<file path="src/rtl/typing_level_controller.sv">
// Typing-game sequencer: holds the level title, then checks typed keys one by
// one against the level sentence read from an external text ROM.
module typing_level_controller #(
   parameter int TITLE_CYCLES = 100_000_000,
   parameter int NUM_LEVELS   = 3
) (
   input  logic       clk,
   input  logic       reset,
   input  logic       start,
   input  logic       key_valid,
   input  logic [7:0] key_ascii,
   input  logic [7:0] exp_char,
   output logic [7:0] txt_addr,
   output logic [1:0] level,
   output logic [5:0] cursor,
   output logic [7:0] errors,
   output logic [1:0] screen_sel,
   output logic       key_ok,
   output logic       key_bad,
   output logic       level_done,
   output logic       game_done
);

   localparam int            CW         = (TITLE_CYCLES > 1) ? $clog2(TITLE_CYCLES) : 1;
   localparam logic [CW-1:0] TITLE_LAST = CW'(TITLE_CYCLES - 1);
   localparam logic [1:0]    LAST_LEVEL = 2'(NUM_LEVELS);

   typedef enum logic [2:0] {
      S_IDLE, S_TITLE, S_FETCH, S_CHECK_END, S_WAIT_KEY, S_LEVEL_END, S_GAME_DONE
   } state_t;

   typedef struct packed {
      logic       vld;
      logic [7:0] ascii;
   } key_t;

   state_t        state, state_nxt;
   logic [CW-1:0] title_cnt, title_cnt_nxt;
   key_t          pend, pend_nxt, cur_key;
   logic [7:0]    exp_q, exp_nxt;
   logic [7:0]    txt_addr_nxt, errors_nxt;
   logic [1:0]    level_nxt, screen_sel_nxt;
   logic [5:0]    cursor_nxt;
   logic          key_ok_nxt, key_bad_nxt, level_done_nxt, game_done_nxt;
   logic          key_match;

   function automatic logic [7:0] to_upper(input logic [7:0] c);
      return (c >= 8'h61 && c <= 8'h7A) ? c - 8'h20 : c;
   endfunction

   // A buffered key always wins over a live strobe in the same cycle.
   always_comb begin
      cur_key = pend;
      if (!pend.vld) begin
         cur_key.vld   = key_valid;
         cur_key.ascii = key_ascii;
      end
   end

   assign key_match = cur_key.vld && (to_upper(cur_key.ascii) == exp_q);

   always_ff @(posedge clk or posedge reset) begin
      if (reset) state <= S_IDLE;
      else       state <= state_nxt;
   end

   always_comb begin
      state_nxt = state;
      unique case (state)
         S_IDLE, S_GAME_DONE: if (start) state_nxt = S_TITLE;
         S_TITLE:             if (title_cnt == TITLE_LAST) state_nxt = S_FETCH;
         S_FETCH:             state_nxt = S_CHECK_END;
         S_CHECK_END:         state_nxt = (exp_char == 8'h00) ? S_LEVEL_END : S_WAIT_KEY;
         S_WAIT_KEY: begin
            if (key_match) state_nxt = (cursor == 6'd63) ? S_LEVEL_END : S_FETCH;
         end
         S_LEVEL_END:         state_nxt = (level == LAST_LEVEL) ? S_GAME_DONE : S_TITLE;
         default:             state_nxt = S_IDLE;
      endcase
   end

   always_comb begin
      level_nxt      = level;
      cursor_nxt     = cursor;
      errors_nxt     = errors;
      txt_addr_nxt   = txt_addr;
      title_cnt_nxt  = title_cnt;
      exp_nxt        = exp_q;
      pend_nxt       = pend;
      key_ok_nxt     = 1'b0;
      key_bad_nxt    = 1'b0;
      level_done_nxt = 1'b0;
      unique case (state)
         S_IDLE, S_GAME_DONE: begin
            pend_nxt = '0;
            if (start) begin
               level_nxt     = 2'd1;
               cursor_nxt    = '0;
               errors_nxt    = '0;
               title_cnt_nxt = '0;
            end
         end
         S_TITLE: begin
            title_cnt_nxt = title_cnt + CW'(1);
            pend_nxt      = '0;
         end
         S_FETCH:     txt_addr_nxt = {level, cursor};
         S_CHECK_END: exp_nxt      = exp_char;
         S_WAIT_KEY: begin
            pend_nxt = '0;
            if (cur_key.vld) begin
               if (key_match) begin
                  key_ok_nxt = 1'b1;
                  if (cursor != 6'd63) cursor_nxt = cursor + 6'd1;
               end else begin
                  key_bad_nxt = 1'b1;
                  if (errors != 8'hFF) errors_nxt = errors + 8'd1;
               end
            end
         end
         S_LEVEL_END: begin
            level_done_nxt = 1'b1;
            cursor_nxt     = '0;
            pend_nxt       = '0;
            if (level != LAST_LEVEL) begin
               level_nxt     = level + 2'd1;
               title_cnt_nxt = '0;
            end
         end
         default: ;
      endcase

      // Keys typed while the next character is still being fetched.
      if ((state == S_FETCH || state == S_CHECK_END) && key_valid) begin
         pend_nxt.vld   = 1'b1;
         pend_nxt.ascii = key_ascii;
      end

      unique case (state_nxt)
         S_IDLE:      screen_sel_nxt = 2'd0;
         S_TITLE:     screen_sel_nxt = 2'd1;
         S_GAME_DONE: screen_sel_nxt = 2'd3;
         default:     screen_sel_nxt = 2'd2;
      endcase
      game_done_nxt = (state_nxt == S_GAME_DONE);
   end

   always_ff @(posedge clk or posedge reset) begin
      if (reset) begin
         level      <= '0;
         cursor     <= '0;
         errors     <= '0;
         txt_addr   <= '0;
         screen_sel <= '0;
         key_ok     <= 1'b0;
         key_bad    <= 1'b0;
         level_done <= 1'b0;
         game_done  <= 1'b0;
         title_cnt  <= '0;
         exp_q      <= '0;
         pend       <= '0;
      end else begin
         level      <= level_nxt;
         cursor     <= cursor_nxt;
         errors     <= errors_nxt;
         txt_addr   <= txt_addr_nxt;
         screen_sel <= screen_sel_nxt;
         key_ok     <= key_ok_nxt;
         key_bad    <= key_bad_nxt;
         level_done <= level_done_nxt;
         game_done  <= game_done_nxt;
         title_cnt  <= title_cnt_nxt;
         exp_q      <= exp_nxt;
         pend       <= pend_nxt;
      end
   end

endmodule

</file>
<file path="config.mk">
export PLATFORM = sky130hd
export DESIGN_NAME = typing_level_controller
export DESIGN_NICKNAME = d
export VERILOG_FILES = /design/src/rtl/typing_level_controller.sv
export SDC_FILE = /design/constraint.sdc
export NUM_CORES = 1
export LEC_CHECK = 0
export CORE_MARGIN = 2
export CORE_UTILIZATION = 60
export CTS_BUF_LIST = sky130_fd_sc_hd__clkbuf_2 sky130_fd_sc_hd__clkbuf_4 sky130_fd_sc_hd__clkbuf_8
export DETAILED_ROUTE_END_ITERATION = 8
export GPL_ROUTABILITY_DRIVEN = 0
export GPL_TIMING_DRIVEN = 0
export PLACE_DENSITY = 0.91
export SYNTH_ARGS = -nofsm -noshare
export SYNTH_HDL_FRONTEND = slang
export SYNTH_SLANG_ARGS = --single-unit
</file>
<file path="constraint.sdc">
create_clock -name clk -period 5.4 [get_ports clk]
set_clock_uncertainty 0.1 [all_clocks]
set_input_delay 0.81 -clock clk [delete_from_list [all_inputs] [get_ports clk]]
set_output_delay 0.81 -clock clk [all_outputs]
set_load 0.005 [all_outputs]
</file>
# Word level (Yosys, flattened, before mapping)
# Cells that the tools add are included.
# Widths: inputs -> output; s select.
totals:
  regBits: 77
  input_bits: 20
classes:
  n_reduce_logical: 18
  mux: 35
  addsub: 5
  n_eq_ne: 22
  order_cmp: 2
op_table:
  columns: ["cell", "n"]
  rows:
  - ["$pmux 27 s3", 1]
  - ["$mux 27", 2]
  - ["$mux 8", 5]
  - ["$add 27x1->27 const B", 1]
  - ["$eq 27x27->1 const B", 1]
  - ["$mux 9", 3]
  - ["$mux 6", 4]
  - ["$pmux 3 s6", 1]
  - ["$pmux 6 s3", 1]
  - ["$ne 2x2->1 const B", 8]
  - ["$pmux 8 s2", 1]
  - ["$mux 3", 5]
  - ["$eq 3x3->1 const B", 4]
  - ["$reduce_and 5->1", 2]
  - ["$add 8x1->8 const B", 1]
  - ["$eq 8x8->1", 1]
  - ["$ge 8x7->1 const B", 1]
  - ["$le 8x7->1 const B", 1]
  - ["$logic_not 8->1", 1]
  - ["$mux 1", 8]
  - ["$ne 8x8->1 const B", 1]
  - ["$sub 8x6->8 const B", 1]
  - ["$add 6x1->6 const B", 1]
  - ["$eq 3x1->1 const B", 2]
  - ["other kinds (16)", 25]

# Depth between registers and ports, before layout
# Gate-level depths: netlist (run 1).
logic_depth:
  ltp_word: 10
  ltp_mapped: 13

# Worst setup path before layout (run 1)
# OpenSTA, ideal clock, no wires.
synth_timing:
  kind: "input to register"
  start: "in key_ascii[5]"
  end: "reg cursor[4]"
  n_path_buf: 0
  required_time_ps: 5177
  arrival_time_ps: 2874
  setup_time_ps: 123
  slack_ps: 2303
  path_stages: 10
  path_cell_list: "mux2_2 -> inv_1 -> ha_1 -> nand2_1 -> mux2i_1 -> or3b_1 -> o211a_1 -> or4_1 -> or3_1 -> mux2i_1"
synth_between:
  elab_chain_cells: 8
  word_cells_on_any_way: 10
  classes_between: "add/sub: 1; order compare: 2; eq/ne: 2; mux: 2; reduce/logical: 3"
synth_lines:
  columns: ["item", "line", "source"]
  rows:
  - ["start: declaration", "11", "input logic [7:0] key_ascii,"]
  - ["$mux 9 *", "54", "if (!pend.vld) begin"]
  - ["$ge 8x7->1 or $le 8x7->1 (tied branches)", "48", "return (c >= 8'h61 && c <= 8'h7A) ? c - 8'h20 : c;"]
  - ["$logic_and 1x1->1", "48", null]
  - ["$mux 8 *", "48", null]
  - ["$eq 8x8->1 *", "60", "assign key_match = cur_key.vld && (to_upper(cur_key.ascii) == exp_q);"]
  - ["$logic_and 1x1->1 *", "60", null]
  - ["$ne 2x2->1 (no source line) *", null, null]
  - ["$reduce_and 5->1 (no source line) *", null, null]
  - ["end signal: assignment", "164", "cursor <= cursor_nxt;"]
  - ["end: declaration", "15", "output logic [5:0] cursor,"]
# Mark *: on every way between the ends. The rest lies on a longest branch, timed or not.
# A chain may end at the register's enable or synchronous reset.

# Worst setup path in the final report (run 1)
layout_timing:
  start: "in key_ascii[7]"
  end: "reg cursor[0]"
# Same word-level chain as after synthesis.

==> results_dict.tcl, run 1 <==
set metrics [dict create \
    synth_cells 417 \
    drt_first_iter_violations 275 \
    cp-start-kind "input port" \
    hp-class "flip-flop to flip-flop" \
    end_kind "flip-flop" \
    synthFlopType "dfrtp_1" \
    port_buffers 48 \
    pin_count 50 \
    cts_buffers 9 \
    cpPeakStageDelay_ns 0.75 \
    slowest_stage "nor4_1" \
    syn_to_final_growth_pct 20.93 \
    syn_area_per_cell_um2 9.779 \
    htree_levels 3 \
    max-cap-violations 0 \
    postPlaceCellArea_um2 4688 \
    synth_largest_area_cell "dfrtp_1" \
    finalNetCount 502 \
    post_cts_buffers 0 \
    syn_nets 442 \
    grt_pass1_wl_um 15750 \
    die_area_um2 7472 \
    antenna_found_initial 0 \
    synthDistinctLibCells 52 \
    syn_area_um2 4078 \
    slew_viol_final 0 \
    grt_start_max_net_pins 65 \
    irDropWorstVdd_mv 0.2186 \
    fmax_mhz 278.1 \
    post_cts_resized 0 \
    setup_viol 0 \
    wl_per_cell_um 16.38 \
    synth_top_area_share_pct 47.25 \
    antenna_cells 0 \
    drc_errors 0 \
    synth_common_cells "77 x dfrtp_1, 48 x nor2_1, 34 x nand2_1, 25 x nand3_1, 23 x mux2i_1" \
    rows 30 \
    clock-sinks 77 \
    cp_common_cell "mux2i_1" \
    fin_tns_setup_ns 0 \
    worstPathCellList "clkdlybuf4s50_1 > mux2i_1 > xor2_1 > mux2i_1 > or3b_1 > o211a_1 > nor4_1 > nand2_1 > mux2i_1" \
    rsz0062_at_grt "no" \
    die_y_um 86.44 \
    hold_slack_ns 0.4076 \
    ys_async_sr_fraction_pct 100.0 \
    vias 3388 \
    via_per_inst 6.028 \
    grt_usage_pct 26.76 \
    synth_warnings 0 \
    synth_edf_count 0 \
    ys_seq_elements 77 \
    critPathArrivalTime_ns 3.77 \
    synth-seq-area-share_pct 47.25 \
    cts_tree "done" \
    yosys-top-cells-area "dfrtp_1 47%, mux2i_1 5.6%, mux2_2 5.5%, nor2_1 4.4%, xnor2_1 3.4%" \
    min_period_over_period_pct 66.60 \
    crit_required_ns 5.57 \
    final_area_um2 4931 \
    criticalPathCategory "input port to flip-flop" \
    tightestPinTransition_ns 0.9517 \
    cts_buffer_depth 2 \
    drive_above_1_share_pct 9.129 \
    postRouteAntennaNets 0 \
    start_util_pct 61.03 \
    power.density_nw_per_um2 287.4 \
    overflow 0 \
    die_w_um 86.44 \
    synth_most_common_cell "dfrtp_1" \
    clk_latency_ns 0.35 \
    slew_headroom_pct 34.91 \
    dpl.hpwl_um 6481 \
    fin_crit_ns 3.596 \
    status "finished, final reports clean" \
    cts_root_buf "clkbuf_8" \
    coreArea_um2 6681 \
    placed_cells 546 \
    dp_slack_ns 1.476 \
    fin_cells 562 \
    fin_ws_ns 1.804 \
    drt_wl_total_um 9206 \
    total_power_mw 1.417 \
    hold_violations 0 \
    p_leak_nw 2.164 \
    grt_pass1_vias 3300 \
    cts_hold_buf 0 \
    clk_pin_slew_ns 0.08 \
    crit_fanout 4 \
    fin_util_pct 73.80 \
    drt_first_pass_iters 5 \
]
kinds of logic (layout without fill, tap and decap cells):
group	after synthesis	after routing	synth area share (%)
adders and majority gates	5	5	1.534
xor gates and xnor gates	29	29	6.229
muxes	43	43	11.17
AOI/OAI and AO/OA	51	51	8.131
buffers and inverters	27	92	2.700
DFF	77	77	47.25
and+or+nand+nor	185	185	22.98
final timing paths:
check / start / endpoint / slack [ns] / cells past startpoint
hold reg to reg: txt_addr[2]$_DFFE_PP0N_ / txt_addr[2]$_DFFE_PP0N_ / 0.41 / 1
max in group asynchronous: reset / txt_addr[5]$_DFFE_PP0N_ / 4.01 / 3
setup reg to reg: pend[8]$_DFFE_PP0P_ / cursor[0]$_DFFE_PP0P_ / 1.95 / 12
min in group asynchronous: reset / exp_q[2]$_DFFE_PP0P_ / 0.63 / 2
setup / recovery: key_ascii[7] / cursor[0]$_DFFE_PP0P_ / 1.80 / 9
hold / removal: txt_addr[2]$_DFFE_PP0N_ / txt_addr[2]$_DFFE_PP0N_ / 0.41 / 1
cells in the final DEF, fill, tap and decap left out, types with 3 or more instances in the layout:
cell / count
clkbuf_1: 13
xor2_1: 13
and3_1: 6
or3_1: 7
or4_1: 3
bufinv_16: 3
dfrtp_1: 77
nand4_1: 10
clkdlybuf4s50_1: 48
a21oi_1: 5
nor4_1: 5
nand2b_1: 8
nor3_1: 6
mux2i_1: 23
nand3_1: 25
and2_1: 14
nand2_1: 34
o21ai_0: 21
nor2_1: 48
inv_1: 10
nor2b_1: 5
clkbuf_8: 9
nor3b_1: 4
ha_1: 5
xnor2_1: 16
mux2_2: 20
routing by layer:
metal  wire, um  vias up  part of all wire, %  track usage [%]
met1       3934     1656                   43            36.05
met2       4613      121                   50            43.78
li1           -     1590                    -                -
met3        477       21                  5.2            4.667
met5          0        -                    0                0
met4        180        0                  2.0            9.659
report_power, final:
group	total, mW	internal [mW]	switching (mW)	leakage, nW
Sequential	0.659	0.620	0.0387	1.03
Clock	0.523	0.312	0.211	0.120
Combinational	0.236	0.103	0.132	1.01
Total	1.42	1.04	0.382	2.16
final cells by class:
cell class                 count  area [um^2]
timing repair buffer          49        508.0
sequential                    77         1927
buffer                        16        68.82
inverter                      11        43.79
clock buffer                  10        131.4
multi-input combinational    313         2041
tap                           80        100.1
fill                         454         1750
clock inverter                 6        111.4
worst max-delay path: cells and delay by family:
family          cells  cell delay [ns]
compound gates      1             0.18
buf+inv             1             0.45
xor+xnor            1             0.30
simple gates        3             1.35
mux                 3             0.67
sequential cells by signal (all words and copies together) (netlist names):
register and count:
title_cnt 27, pend 9, errors 8, exp_q 8, txt_addr 8, cursor 6, state 3, level 2
screen_sel 2, game_done 1, key_bad 1, key_ok 1, level_done 1
(Power assumes the default switching activity.)
==> run 2, diff against run 1 <==
--- a/config.mk
+++ b/config.mk
@@ -6,12 +6,12 @@
 export NUM_CORES = 1
 export LEC_CHECK = 0
 export CORE_MARGIN = 2
-export CORE_UTILIZATION = 60
+export CORE_UTILIZATION = 58
 export CTS_BUF_LIST = sky130_fd_sc_hd__clkbuf_2 sky130_fd_sc_hd__clkbuf_4 sky130_fd_sc_hd__clkbuf_8
 export DETAILED_ROUTE_END_ITERATION = 8
 export GPL_ROUTABILITY_DRIVEN = 0
 export GPL_TIMING_DRIVEN = 0
-export PLACE_DENSITY = 0.91
+export PLACE_DENSITY = 0.89
 export SYNTH_ARGS = -nofsm -noshare
 export SYNTH_HDL_FRONTEND = slang
 export SYNTH_SLANG_ARGS = --single-unit
==> constraint.sdc (replaced) <==
create_clock -name clk -period 3.6 [get_ports clk]
set_clock_uncertainty 0.1 [all_clocks]
set_input_delay 0.54 -clock clk [delete_from_list [all_inputs] [get_ports clk]]
set_output_delay 0.54 -clock clk [all_outputs]
set_load 0.005 [all_outputs]
==> run 2 against run 1 <==
Via count shrank 1.1%. Core utilization shrank 1.6 points. Total power grew 41%. Wire length shrank 3.3%. Register-to-register slack lost 1.8 ns. Cell count grew 2.8%. Critical path type is now flip-flop to flip-flop. Critical path depth grew 3. First-iteration DRC count grew 4.4%. Clock-buffer cell count grew 1. Global-route usage shrank 0.93 points.
==> results_dict.tcl, run 2 (synthesis gave the netlist of run 1 again) <==
set metrics [dict create \
    drt_wl_total_um 8901 \
    cp-startpoint "pend[8]$_DFFE_PP0P_" \
    via_per_inst 5.798 \
    die_w_um 87.85 \
    criticalPathCategory "flip-flop to flip-flop" \
    post_cts_resized 0 \
    fin_crit_ns 3.430 \
    switching_share_pct 28.42 \
    drt-met1-wl_um 3737 \
    setup_viol 0 \
    dpl.hpwl_um 6404 \
    clk_pin_slew_ns 0.07 \
    clk_latency_ns 0.36 \
    final_common_cell "dfrtp_1" \
    vias 3351 \
    top_layer "met4" \
    worstPathCellList "buf_6 > buf_2 > mux2_2 > inv_1 > ha_1 > nand2_1 > mux2i_1 > or3b_1 > o211a_1 > nor4_1 > nand2_1 > mux2i_1" \
    reg2reg_from "pend[8]$_DFFE_PP0P_" \
    cts_buffers 9 \
    clock-sinks 77 \
    p_leak_nw 2.151 \
    fin_cells 578 \
    coreArea_um2 6794 \
    port_buffers 48 \
    regMostFlops "title_cnt" \
    combinationalPowerShare_pct 17.8 \
    route.met2.wl_um 4425 \
    pwr-share-clk_pct 32.7 \
    rsz0062_at_grt "no" \
    die_area_um2 7717 \
    drive_above_1_share_pct 9.129 \
    p_switching_mw 0.5669 \
    hold_slack_ns 0.3529 \
    hold_violations 0 \
    power.density_nw_per_um2 406.7 \
    rows 30 \
    rr_worst_depth 12 \
    mostFrequentLayoutCells "77 x dfrtp_1, 48 x nor2_1, 48 x clkdlybuf4s50_1, 34 x nand2_1, 25 x nand3_1" \
    slew_viol_final 0 \
    postPlaceCellArea_um2 4708 \
    overflow 0 \
    seq_power_share_pct 49.4 \
    regArea_um2 1927 \
    finalNetCount 502 \
    top_regs "title_cnt x27, pend x9" \
    fmax_mhz 291.6 \
    grt_pass1_vias 3381 \
    largest_register_ff_count 27 \
    crit_required_ns 3.74 \
    die_y_um 87.85 \
    cp-start-kind "flip-flop" \
    grt_start_max_net_pins 63 \
    fillers 481 \
    endpoint "cursor[1]$_DFFE_PP0P_" \
    wl_per_cell_um 15.40 \
    cts_hold_buf 0 \
    post_cts_buffers 0 \
    grt_pass1_wl_um 15420 \
    cts_buffer_depth 2 \
    drc_errors 0 \
    multi_input_area_um2 2041 \
    min_period_over_period_pct 95.27 \
    placed_cells 562 \
    cts_tree "done" \
    final_area_um2 4903 \
    drt_first_iter_violations 287 \
    antenna_found_initial 0 \
    max-cap-violations 0 \
    grt_usage_pct 25.83 \
    slew_headroom_pct 35.95 \
    postRouteAntennaNets 0 \
    cts_root_buf "clkbuf_8" \
    critPathArrivalTime_ns 3.57 \
    pin_count 50 \
    cpPeakStageDelay_ns 0.71 \
    tightestPinTransition_ns 0.9366 \
    start_util_pct 60.02 \
    intPower_mw 1.428 \
    irDropWorstVdd_mv 0.2425 \
    wl_met3_um 538 \
    hp-class "input port to asynchronous set/reset pin" \
    crit_fanout 10 \
    rrSetupSlack_ns 0.17 \
    r2r-end "cursor[1]$_DFFE_PP0P_" \
    syn_to_final_growth_pct 20.25 \
    drt_first_pass_iters 4 \
    slowest_stage "nor4_1" \
    htree_levels 3 \
    antenna_cells 0 \
    status "finished, final reports clean" \
    end_kind "flip-flop" \
]
-- run 2: cell count changes in the layout (fill, tap and decap cells not counted) --
cell	previous run	this run
clkinv_2	1	4
bufinv_16	3	1
clkbuf_8	9	10
clkinv_4	1	0
clkinvlp_4	1	0
-- run 2: through the flow --
step	utilization (%)	setup TNS, ns	total power [mW]	setup WS (ns)
floorplan	-	0	1.226	0.6217
global placement	68.86	-15.25	1.322	-0.2025
detailed placement	69.30	0	1.353	0.05136
CTS	72.17	0	2.010	0.2560
global route	72.17	0	2.093	0.06739
finish	72.17	0	1.994	0.1705
-- run 2: per-layer routing --
metal,track usage [%],vias up
met5,0,-
met4,13.15,0
met3,3.864,21
met2,41.94,120
met1,33.85,1613
li1,-,1597
-- run 2: layout make-up --
class / instances / area share, %
well taps: 96 / 2.450
clock inverters: 5 / 1.021
plain buffers: 16 / 1.403
flip-flops and latches: 77 / 39.30
inverters: 11 / 0.8931
repair buffers: 49 / 10.36
multi-input cells: 313 / 41.62
clock buffers: 11 / 2.960
-- run 2: worst min-delay path by stage --
stage,to,slack (ns),cells after the start
floorplan,title_cnt[2]$_DFFE_PP0P_,0.37,1
global placement,title_cnt[2]$_DFFE_PP0P_,0.38,1
detailed placement,txt_addr[2]$_DFFE_PP0N_,0.39,1
CTS,exp_q[1]$_DFFE_PP0P_,0.35,2
global route,exp_q[7]$_DFFE_PP0P_,0.38,2
finish,exp_q[1]$_DFFE_PP0P_,0.35,2
-- run 2: worst max-delay path: cells and delay by family (launching register included) --
| kind | cells | cell delay [ns] |
|---|---|---|
| DFF | 1 | 0.37 |
| AOI/OAI and AO/OA | 1 | 0.17 |
| adders and majority gates | 1 | 0.17 |
| and+or+nand+nor | 4 | 1.38 |
| muxes | 3 | 0.66 |
| buffers and inverters | 3 | 0.46 |
-- run 2: power groups by stage --
| stage | logic, mW | registers (mW) | clock network [mW] |
|---|---|---|---|
| after CTS | 0.355 | 0.986 | 0.669 |
| final | 0.356 | 0.986 | 0.653 |
| after floorplan | 0.238 | 0.988 | 0 |
| after detailed placement | 0.350 | 1.00 | 0 |
| after global placement | 0.326 | 0.996 | 0 |
| after global routing | 0.394 | 0.997 | 0.703 |
